==> src/rtl/booth_pkg.sv <==
// Shared types and constants for the sequential Booth multiplier:
// FSM state encoding, iteration counts and Booth digit recoding helpers.
package booth_pkg;

    localparam int WIDTH       = 32;
    localparam int ITER_CNT_R2 = 32;
    localparam int ITER_CNT_R4 = 16;
    localparam int CNT_W       = 6;

    typedef enum logic [2:0] {
        IDLE,
        LOAD,
        ITER,
        OUT_HI,
        OUT_LO
    } state_e;

    // Bit 2 marks a negative digit, bits 1:0 give the magnitude (0, 1 or 2 times M).
    typedef enum logic [2:0] {
        BD_ZERO = 3'b000,
        BD_POS1 = 3'b001,
        BD_POS2 = 3'b010,
        BD_NEG1 = 3'b101,
        BD_NEG2 = 3'b110
    } booth_digit_e;

    function automatic booth_digit_e booth_r2_digit(input logic [1:0] bits);
        case (bits)
            2'b01:   return BD_POS1;
            2'b10:   return BD_NEG1;
            default: return BD_ZERO;
        endcase
    endfunction

    function automatic booth_digit_e booth_r4_digit(input logic [2:0] bits);
        case (bits)
            3'b001, 3'b010: return BD_POS1;
            3'b011:         return BD_POS2;
            3'b100:         return BD_NEG2;
            3'b101, 3'b110: return BD_NEG1;
            default:        return BD_ZERO;
        endcase
    endfunction

endpackage

==> src/rtl/booth_control_unit.sv <==
// Sequencing FSM and iteration counter for the Booth multiplier:
// IDLE -> LOAD -> ITER (ITER_CNT cycles) -> OUT_HI -> OUT_LO -> IDLE.
module booth_control_unit
    import booth_pkg::*;
#(
    parameter int ITER_CNT = ITER_CNT_R2
) (
    input  logic clk_i,
    input  logic rst_ni,
    input  logic bgn_i,
    output logic load_o,
    output logic iter_o,
    output logic out_hi_o,
    output logic out_lo_o,
    output logic stop_o
);

    localparam logic [CNT_W-1:0] LAST_CNT = CNT_W'(ITER_CNT - 1);

    state_e            state_q, state_d;
    logic [CNT_W-1:0]  cnt_q, cnt_d;

    always_ff @(posedge clk_i) begin
        if (!rst_ni) begin
            state_q <= IDLE;
            cnt_q   <= '0;
        end else begin
            state_q <= state_d;
            cnt_q   <= cnt_d;
        end
    end

    always_comb begin
        state_d  = state_q;
        cnt_d    = cnt_q;
        load_o   = 1'b0;
        iter_o   = 1'b0;
        out_hi_o = 1'b0;
        out_lo_o = 1'b0;
        stop_o   = 1'b0;
        case (state_q)
            IDLE: begin
                if (bgn_i) state_d = LOAD;
            end
            LOAD: begin
                load_o  = 1'b1;
                cnt_d   = '0;
                state_d = ITER;
            end
            ITER: begin
                iter_o = 1'b1;
                cnt_d  = cnt_q + 1'b1;
                if (cnt_q == LAST_CNT) state_d = OUT_HI;
            end
            OUT_HI: begin
                out_hi_o = 1'b1;
                state_d  = OUT_LO;
            end
            OUT_LO: begin
                out_lo_o = 1'b1;
                stop_o   = 1'b1;
                state_d  = IDLE;
            end
            default: state_d = IDLE;
        endcase
    end

endmodule

==> src/rtl/booth_multiplier.sv <==
// Sequential signed Booth multiplier: 64-bit product returned as high then low word.
// Define BOOTH_RADIX4_EN for radix-4 modified Booth (16 iterations); default is radix-2 (32).
module booth_multiplier #(
    parameter int WIDTH = booth_pkg::WIDTH
) (
    input  logic             CLK,
    input  logic             RESET,
    input  logic             bgn,
    input  logic [WIDTH-1:0] ibusa,
    input  logic [WIDTH-1:0] ibusb,
    output logic [WIDTH-1:0] obus,
    output logic             stop
);
    import booth_pkg::*;

`ifdef BOOTH_RADIX4_EN
    localparam int ITER_CNT = ITER_CNT_R4;
    localparam int AW       = WIDTH + 3;
`else
    localparam int ITER_CNT = ITER_CNT_R2;
    localparam int AW       = WIDTH + 2;
`endif

    logic                    load, iter, out_hi, out_lo, ctl_stop;
    logic signed [AW-1:0]    a_q, a_d, m_ext, addend, sum;
    logic signed [WIDTH-1:0] m_q, m_d;
    logic [WIDTH-1:0]        q_q, q_d;
    logic                    qm1_q, qm1_d;
    booth_digit_e            digit;

    booth_control_unit #(
        .ITER_CNT (ITER_CNT)
    ) u_ctl (
        .clk_i    (CLK),
        .rst_ni   (RESET),
        .bgn_i    (bgn),
        .load_o   (load),
        .iter_o   (iter),
        .out_hi_o (out_hi),
        .out_lo_o (out_lo),
        .stop_o   (ctl_stop)
    );

    // Accumulator carries extra sign bits so -M and -2M of the most negative M stay exact.
    always_comb begin
        m_ext = {{(AW-WIDTH){m_q[WIDTH-1]}}, m_q};
`ifdef BOOTH_RADIX4_EN
        digit = booth_r4_digit({q_q[1:0], qm1_q});
`else
        digit = booth_r2_digit({q_q[0], qm1_q});
`endif
        case (digit)
            BD_POS1: addend = m_ext;
            BD_POS2: addend = m_ext <<< 1;
            BD_NEG1: addend = -m_ext;
            BD_NEG2: addend = -(m_ext <<< 1);
            default: addend = '0;
        endcase
        sum = a_q + addend;
    end

    always_comb begin
        a_d   = a_q;
        m_d   = m_q;
        q_d   = q_q;
        qm1_d = qm1_q;
        if (load) begin
            a_d   = '0;
            m_d   = ibusa;
            q_d   = ibusb;
            qm1_d = 1'b0;
        end else if (iter) begin
`ifdef BOOTH_RADIX4_EN
            a_d   = sum >>> 2;
            q_d   = {sum[1:0], q_q[WIDTH-1:2]};
            qm1_d = q_q[1];
`else
            a_d   = sum >>> 1;
            q_d   = {sum[0], q_q[WIDTH-1:1]};
            qm1_d = q_q[0];
`endif
        end
    end

    always_ff @(posedge CLK) begin
        if (!RESET) begin
            a_q   <= '0;
            m_q   <= '0;
            q_q   <= '0;
            qm1_q <= 1'b0;
        end else begin
            a_q   <= a_d;
            m_q   <= m_d;
            q_q   <= q_d;
            qm1_q <= qm1_d;
        end
    end

    // Product sits in {A[WIDTH-1:0], Q}; outputs are forced low while reset is held.
    always_comb begin
        obus = '0;
        if (RESET && out_hi)      obus = a_q[WIDTH-1:0];
        else if (RESET && out_lo) obus = q_q;
    end

    assign stop = RESET & ctl_stop;

endmodule

==> config.mk <==
export PLATFORM = sky130hd
export DESIGN_NAME = booth_multiplier
export DESIGN_NICKNAME = d
export VERILOG_FILES = /design/src/rtl/booth_pkg.sv /design/src/rtl/booth_control_unit.sv /design/src/rtl/booth_multiplier.sv
export SDC_FILE = /design/constraint.sdc
export NUM_CORES = 1
export LEC_CHECK = 0
export CORE_AREA = 8 8 164 166
export CTS_CLUSTER_DIAMETER = 40
export DETAILED_ROUTE_END_ITERATION = 6
export DIE_AREA = 0 0 172 174
export GPL_TIMING_DRIVEN = 1
export SLEW_MARGIN = 25
export SYNTH_ARGS = -nofsm -noshare
export SYNTH_HDL_FRONTEND = slang
export SYNTH_SLANG_ARGS = --single-unit
==> constraint.sdc <==
create_clock -name CLK -period 10.7 [get_ports CLK]
set_clock_uncertainty 0.1 [all_clocks]
set_input_delay 2.14 -clock CLK [delete_from_list [all_inputs] [get_ports CLK]]
set_output_delay 2.14 -clock CLK [all_outputs]
set_load 0.03 [all_outputs]
==> flow_summary.yaml, run 1 <==
run_status:
  status: "finished, final reports clean"
global_routing:
  grt_pass1_wl_um: 34600
  gr-total-overflow: 0
  grt_start_max_net_pins: 76
  grt_pass1_vias: 6560
  grt.total_usage_pct: 14.1
  antenna_found_initial: 0
synth:
  synth_seq_cells: 107
  yosysSeqAreaShare_pct: 29.9
  synth_cell_types: 60
  synth-edff-count: 0
  async_flop_share_pct: 0
  synthCells: 979
  syn_area_um2: 7170
  syn_nets: 1084
  yosysWarnings: 0
  syn_area_per_cell_um2: 7.33
  synthFlopType: "dfxtp_1"
layout:
  final_common_cell: "nand2_1"
  area_growth_pct: 21.1
  final_cell_mix: "nand2_1 (229), dfxtp_1 (107), clkdlybuf4s50_1 (98)"
  postLayoutCellArea_um2: 8690
  nNetsFinal: 1132
  final_cells: 1362
  insertedDiodeCount: 0
  final_layout_size_suffix_gt1_share_pct: 4.07
cts:
  ctsHoldBuffers: 0
  post-cts-setup-buffers: 0
  clk_latency_ps: 360
  cts_resized: 0
  root_buffer: "clkbuf_16"
  cts-buffers-inserted: 9
  cts_htree_levels: 3
  clockBufferDepth: 2
  clk_pin_slew_worst_paths_ps: 80
  cts_tree: "yes"
  clock-sinks: 107
route:
  drtIter0Drc: 561
  first_pass_iters: 5
  vias_per_cell: 5.10
  postRouteWirelength_um: 21200
  postRouteAntennaNets: 0
  remaining_drc_errors: 0
  wl_per_cell_um: 15.6
  num_vias: 6941
floorplan:
  io_pins: 100
  initial_utilization_pct: 29.2
  fp.dieW_um: 172
  core-area_um2: 24500
  dieArea_um2: 29900
  dieHeight_um: 174
  rows: 58
sta:
  slew_violations: 0
  rsz0062_at_grt: "false"
  fin_tns_setup_ps: 0
  max_freq_mhz: 140
  max_slew_margin_pct: 50.6
  fin_crit_ps: 7120
  worstMarginPinSlew_ps: 741
  timing.final.crit_share_pct: 66.6
  setup_violations: 0
  hold_viol: 0
power_and_ir_drop:
  netSwitchingPower_w: 0.000340
  pwr-share-seq_pct: 44.0
  power.internal_w: 0.000692
  combPwrFrac_pct: 23.2
  p_clk_share_pct: 32.7
  vdd_ir_drop_max_v: 0.0000789
  cellLeakagePower_nw: 3.62
  powerDensity_nw_per_um2: 119
  sw_frac_of_total_pct: 32.9
setup_path:
  r2r-start: "m_q[0]$_SDFFE_PN0P_"
  arrival_ps: 4880
  end_kind: "output pin"
  r2r_slack_ps: 4920
  rr_worst_depth: 22
  path_max_fanout: 75
  path_class: "primary input to output pin"
  r2r_end: "a_q[31]$_SDFFE_PP0P_"
  timing.critical_path.from: "RESET"
  crit_path_start_kind: "primary input"
  crit_required_ps: 8460
worst_hold_path:
  hold_depth: 2
  hp-start: "m_q[0]$_SDFFE_PN0P_"
  holdCritPathClass: "flip-flop to flip-flop"
  holdPathEnd: "m_q[0]$_SDFFE_PN0P_"
place:
  port_buffers: 99
  gp_congestion: 0.873
  dpl.cell_count: 1346
  dpl-instance-area_um2: 8390
  hpwl_um: 15600
flow_run:
  max_cap_violations: 0
## stage by stage
step                setup slack (ps)  hold WS, ps  util (%)  total power, W
detailed placement              3570          374      34.2        0.000703
global route                    3370          417      35.4         0.00109
global placement                3650          366      34.2        0.000699
finish                          3580          379      35.4         0.00103
floorplan                       4910          349         -        0.000629
CTS                             3560          385      35.4         0.00104
## sequential cells by signal (all words and copies together), names as in the netlist
register / cells
u_ctl.cnt_q: 6
a_q: 33
q_q: 32
m_q: 32
qm1_q: 1
u_ctl.state_q: 3
## cell type report
cell class | count | area [um2]
Clock buffer | 10 | 239
Tap cell | 330 | 413
Sequential cell | 107 | 2140
Multi-Input combinational cell | 784 | 4720
Clock inverter | 6 | 56.3
Timing Repair Buffer | 109 | 1060
Fill cell | 2650 | 15800
Inverter | 16 | 60.1
## power by group through the flow
stage                     combinational [W]  sequential (W)  clock [W]
final                              0.000240        0.000454   0.000338
after global routing               0.000271        0.000459   0.000361
after CTS                          0.000241        0.000454   0.000345
after detailed placement           0.000239        0.000464          0
after global placement             0.000235        0.000464          0
after floorplan                    0.000177        0.000452          0
## how the worst max path moves through the flow
| stage | to | slack [ps] | depth (start not counted) |
|---|---|---|---|
| 2_1_floorplan | obus[22] | 4910 | 4 |
| 3_3_place_gp | obus[29] | 3650 | 7 |
| 3_5_place_dp | obus[16] | 3570 | 7 |
| 4_1_cts | obus[16] | 3560 | 7 |
| 5_1_grt | obus[17] | 3370 | 7 |
| 6_report | obus[16] | 3580 | 7 |
## cells by family (layout without fill, tap and decap cells)
kind of cell / count (synthesis) / in the layout / share of synthesized area (%)
flops: 107 / 107 / 29.9
simple gates: 419 / 419 / 26.5
mux: 1 / 1 / 0.140
compound gates: 296 / 296 / 28.5
fa+ha+maj: 38 / 38 / 6.73
xor+xnor: 30 / 30 / 3.66
buf+inv: 88 / 141 / 4.64
## metal layers
metal  track usage, %  vias up  wire, um
li1                 -     3588         -
met1             20.7     3174     10900
met2             20.8      168      8930
met3             2.29       11      1200
met4             3.74        0       216
met5                0        -         0
## cells in the mapped netlist (6+ instances only)
cell type    n  area (um2)
or3_1       11        68.8
xnor2_1     19         166
nand3b_1     6        45.0
nand2_1    230         863
dfxtp_1    107        2140
o22ai_1      6        37.5
ha_1        37         463
a311oi_1     7        61.3
xor2_1      11        96.3
a21boi_0    32         240
a21o_1      24         180
a31oi_1      6        37.5
nor2_1      55         206
and2_1       6        37.5
o211a_1     32         320
nor3_1      24         120
clkbuf_1    70         263
inv_1       15        56.3
nand3_1     43         215
and3_1       6        37.5
nand4_1      9        56.3
a21oi_1     88         440
a22o_1      33         289
o21ai_0     35         175
## worst max-delay path: stages
cell,delay [ps]
buf_2,80
buf_4,570
nand2b_1,190
nor3b_2,590
buf_4,410
a22o_1,200
clkdlybuf4s50_1,680
Power figures use the tool's default switching activity.
==> run 2, diff against run 1 <==
- clock period: 10.7 -> 5.7 ns (I/O delays scaled with it)
==> run 2 against run 1 <==
Compared with the run above:
- register-to-register slack worse by 4400 ps
- critical path type is now flip-flop to flip-flop
- flip-flop and latch count did not move
- clock-buffer cell count increased by 2
- largest cell class unchanged
- largest power group unchanged
- critical path depth rose by 15
- die area is the same
- via count is 0.26% higher
- clock power is 93% higher
- core utilization up 0.20 points
- combinational power grew 89%
- first-iteration DRC count is 19% lower
==> flow_summary.yaml, run 2 (same netlist as run 1, synthesis figures left out) <==
run_status:
  status: "finished, final reports clean"
cts:
  cts-buffers-inserted: 9
  clk_latency_ps: 360
  cts_htree_levels: 3
  clk_pin_slew_worst_paths_ps: 70
  cts_tree: "yes"
  clockBufferDepth: 2
  ctsHoldBuffers: 0
  post-cts-setup-buffers: 0
  cts_resized: 0
  clock-sinks: 107
  root_buffer: "clkbuf_16"
power_and_ir_drop:
  cellLeakagePower_nw: 3.65
  powerDensity_nw_per_um2: 224
  vdd_ir_drop_max_v: 0.000151
setup_path:
  path_class: "flip-flop to flip-flop"
  end_kind: "flip-flop"
  crit_path_start_kind: "flip-flop"
  path_max_fanout: 6
  crit_required_ps: 5810
  arrival_ps: 5300
sta:
  slew_violations: 0
  rsz0062_at_grt: "false"
  fin_crit_ps: 5190
  worstMarginPinSlew_ps: 961
  max_slew_margin_pct: 35.9
  hold_viol: 0
  setup_violations: 0
  fin_tns_setup_ps: 0
  holdWs_ps: 377
  timing.final.crit_share_pct: 91.1
  max_freq_mhz: 193
layout:
  nNetsFinal: 1136
  final_common_cell: "nand2_1"
  fillers: 2641
  regMostFlops: "a_q"
  reg_top3: "a_q: 33 flops, m_q: 32 flops, q_q: 32 flops"
  largest_reg_flops: 33
  area_growth_pct: 21.8
  final_layout_size_suffix_gt1_share_pct: 4.54
  insertedDiodeCount: 0
  final_cell_mix: "nand2_1 (229), dfxtp_1 (107), clkdlybuf4s50_1 (98)"
floorplan:
  io_pins: 100
  core-area_um2: 24500
  fp.dieW_um: 172
  initial_utilization_pct: 29.2
  rows: 58
  dieHeight_um: 174
  dieArea_um2: 29900
place:
  port_buffers: 99
  hpwl_um: 15600
  gp_congestion: 0.846
global_routing:
  gr-total-overflow: 0
  grt_pass1_wl_um: 34300
  antenna_found_initial: 0
  grt_start_max_net_pins: 98
  grt.total_usage_pct: 14.1
  grt_pass1_vias: 6459
flow_run:
  max_cap_violations: 0
route:
  postRouteAntennaNets: 0
  wl_per_cell_um: 15.5
  remaining_drc_errors: 0
  vias_per_cell: 5.09
  postRouteWirelength_um: 21200
  num_vias: 6959
  drtIter0Drc: 455
  first_pass_iters: 5
worst_hold_path:
  holdCritPathClass: "flip-flop to flip-flop"
run 2: layer usage:
metal  vias up  track usage [%]  routed length, um  share of wire (%)
met4         0             3.77                282                1.3
met1      3189             21.4              11200                 53
li1       3603                -                  -                  -
met2       151             19.6               8550                 40
met5         -                0                  0                  0
met3        16             2.59               1160                5.5
run 2: metrics by stage:
step                power (W)  setup WS [ps]  cells  cell area [um2]  util [%]
finish                0.00196            510   1366             8740      35.6
global route          0.00207           54.6   1366             8740      35.6
CTS                   0.00198            198   1366             8720      35.6
detailed placement    0.00132            245   1350             8420      34.3
global placement      0.00131            378   1350             8420      34.3
floorplan             0.00118            779    979             7170         -
run 2: area by class of cell:
cell class	count	area, um2	share of cell area [%]
multi-input combinational	784	4730	54.1
timing repair buffer	113	1090	12.5
tap	330	413	4.73
inverter	16	60.1	0.687
clock buffer	12	246	2.82
sequential	107	2140	24.5
clock inverter	4	55.1	0.630
run 2: report_power, final:
part	leakage (nW)	internal (W)	switching, W	total (W)
Sequential	0.871	0.000797	0.0000549	0.000852
Clock	0.144	0.000357	0.000295	0.000652
Combinational	2.63	0.000186	0.000267	0.000453
run 2: worst max-delay path, cell delays in order (launching register included):
cell	delay, ps
dfxtp_1	330
inv_1	90
ha_1	190
or3b_1	390
or3_1	360
or3_1	430
nor2_1	200
and3_1	280
inv_1	70
or3_1	300
a21oi_1	140
nor3_1	70
ha_1	360
nand4_1	160
nor2_1	80
a41oi_1	240
o21ai_2	120
o41ai_2	390
o31ai_2	140
a21o_1	190
a21oi_1	170
xor2_1	160
a211oi_1	80
run 2: path summary, 6_finish.rpt:
kind	from	end	slack (ps)	depth (start not counted)
max	m_q[0]$_SDFFE_PN0P_	a_q[29]$_SDFFE_PP0P_	510	22
min reg2reg	a_q[4]$_SDFFE_PP0P_	a_q[4]$_SDFFE_PP0P_	380	2
min	a_q[4]$_SDFFE_PP0P_	a_q[4]$_SDFFE_PP0P_	380	2
max reg2reg	m_q[0]$_SDFFE_PN0P_	a_q[29]$_SDFFE_PP0P_	510	22
==> run 3, diff against run 2 <==
- ABC_CLOCK_PERIOD_IN_PS: not set -> 5700
==> results of run 3 <==
Final layout, timing and power as in run 2 (identical DEF).
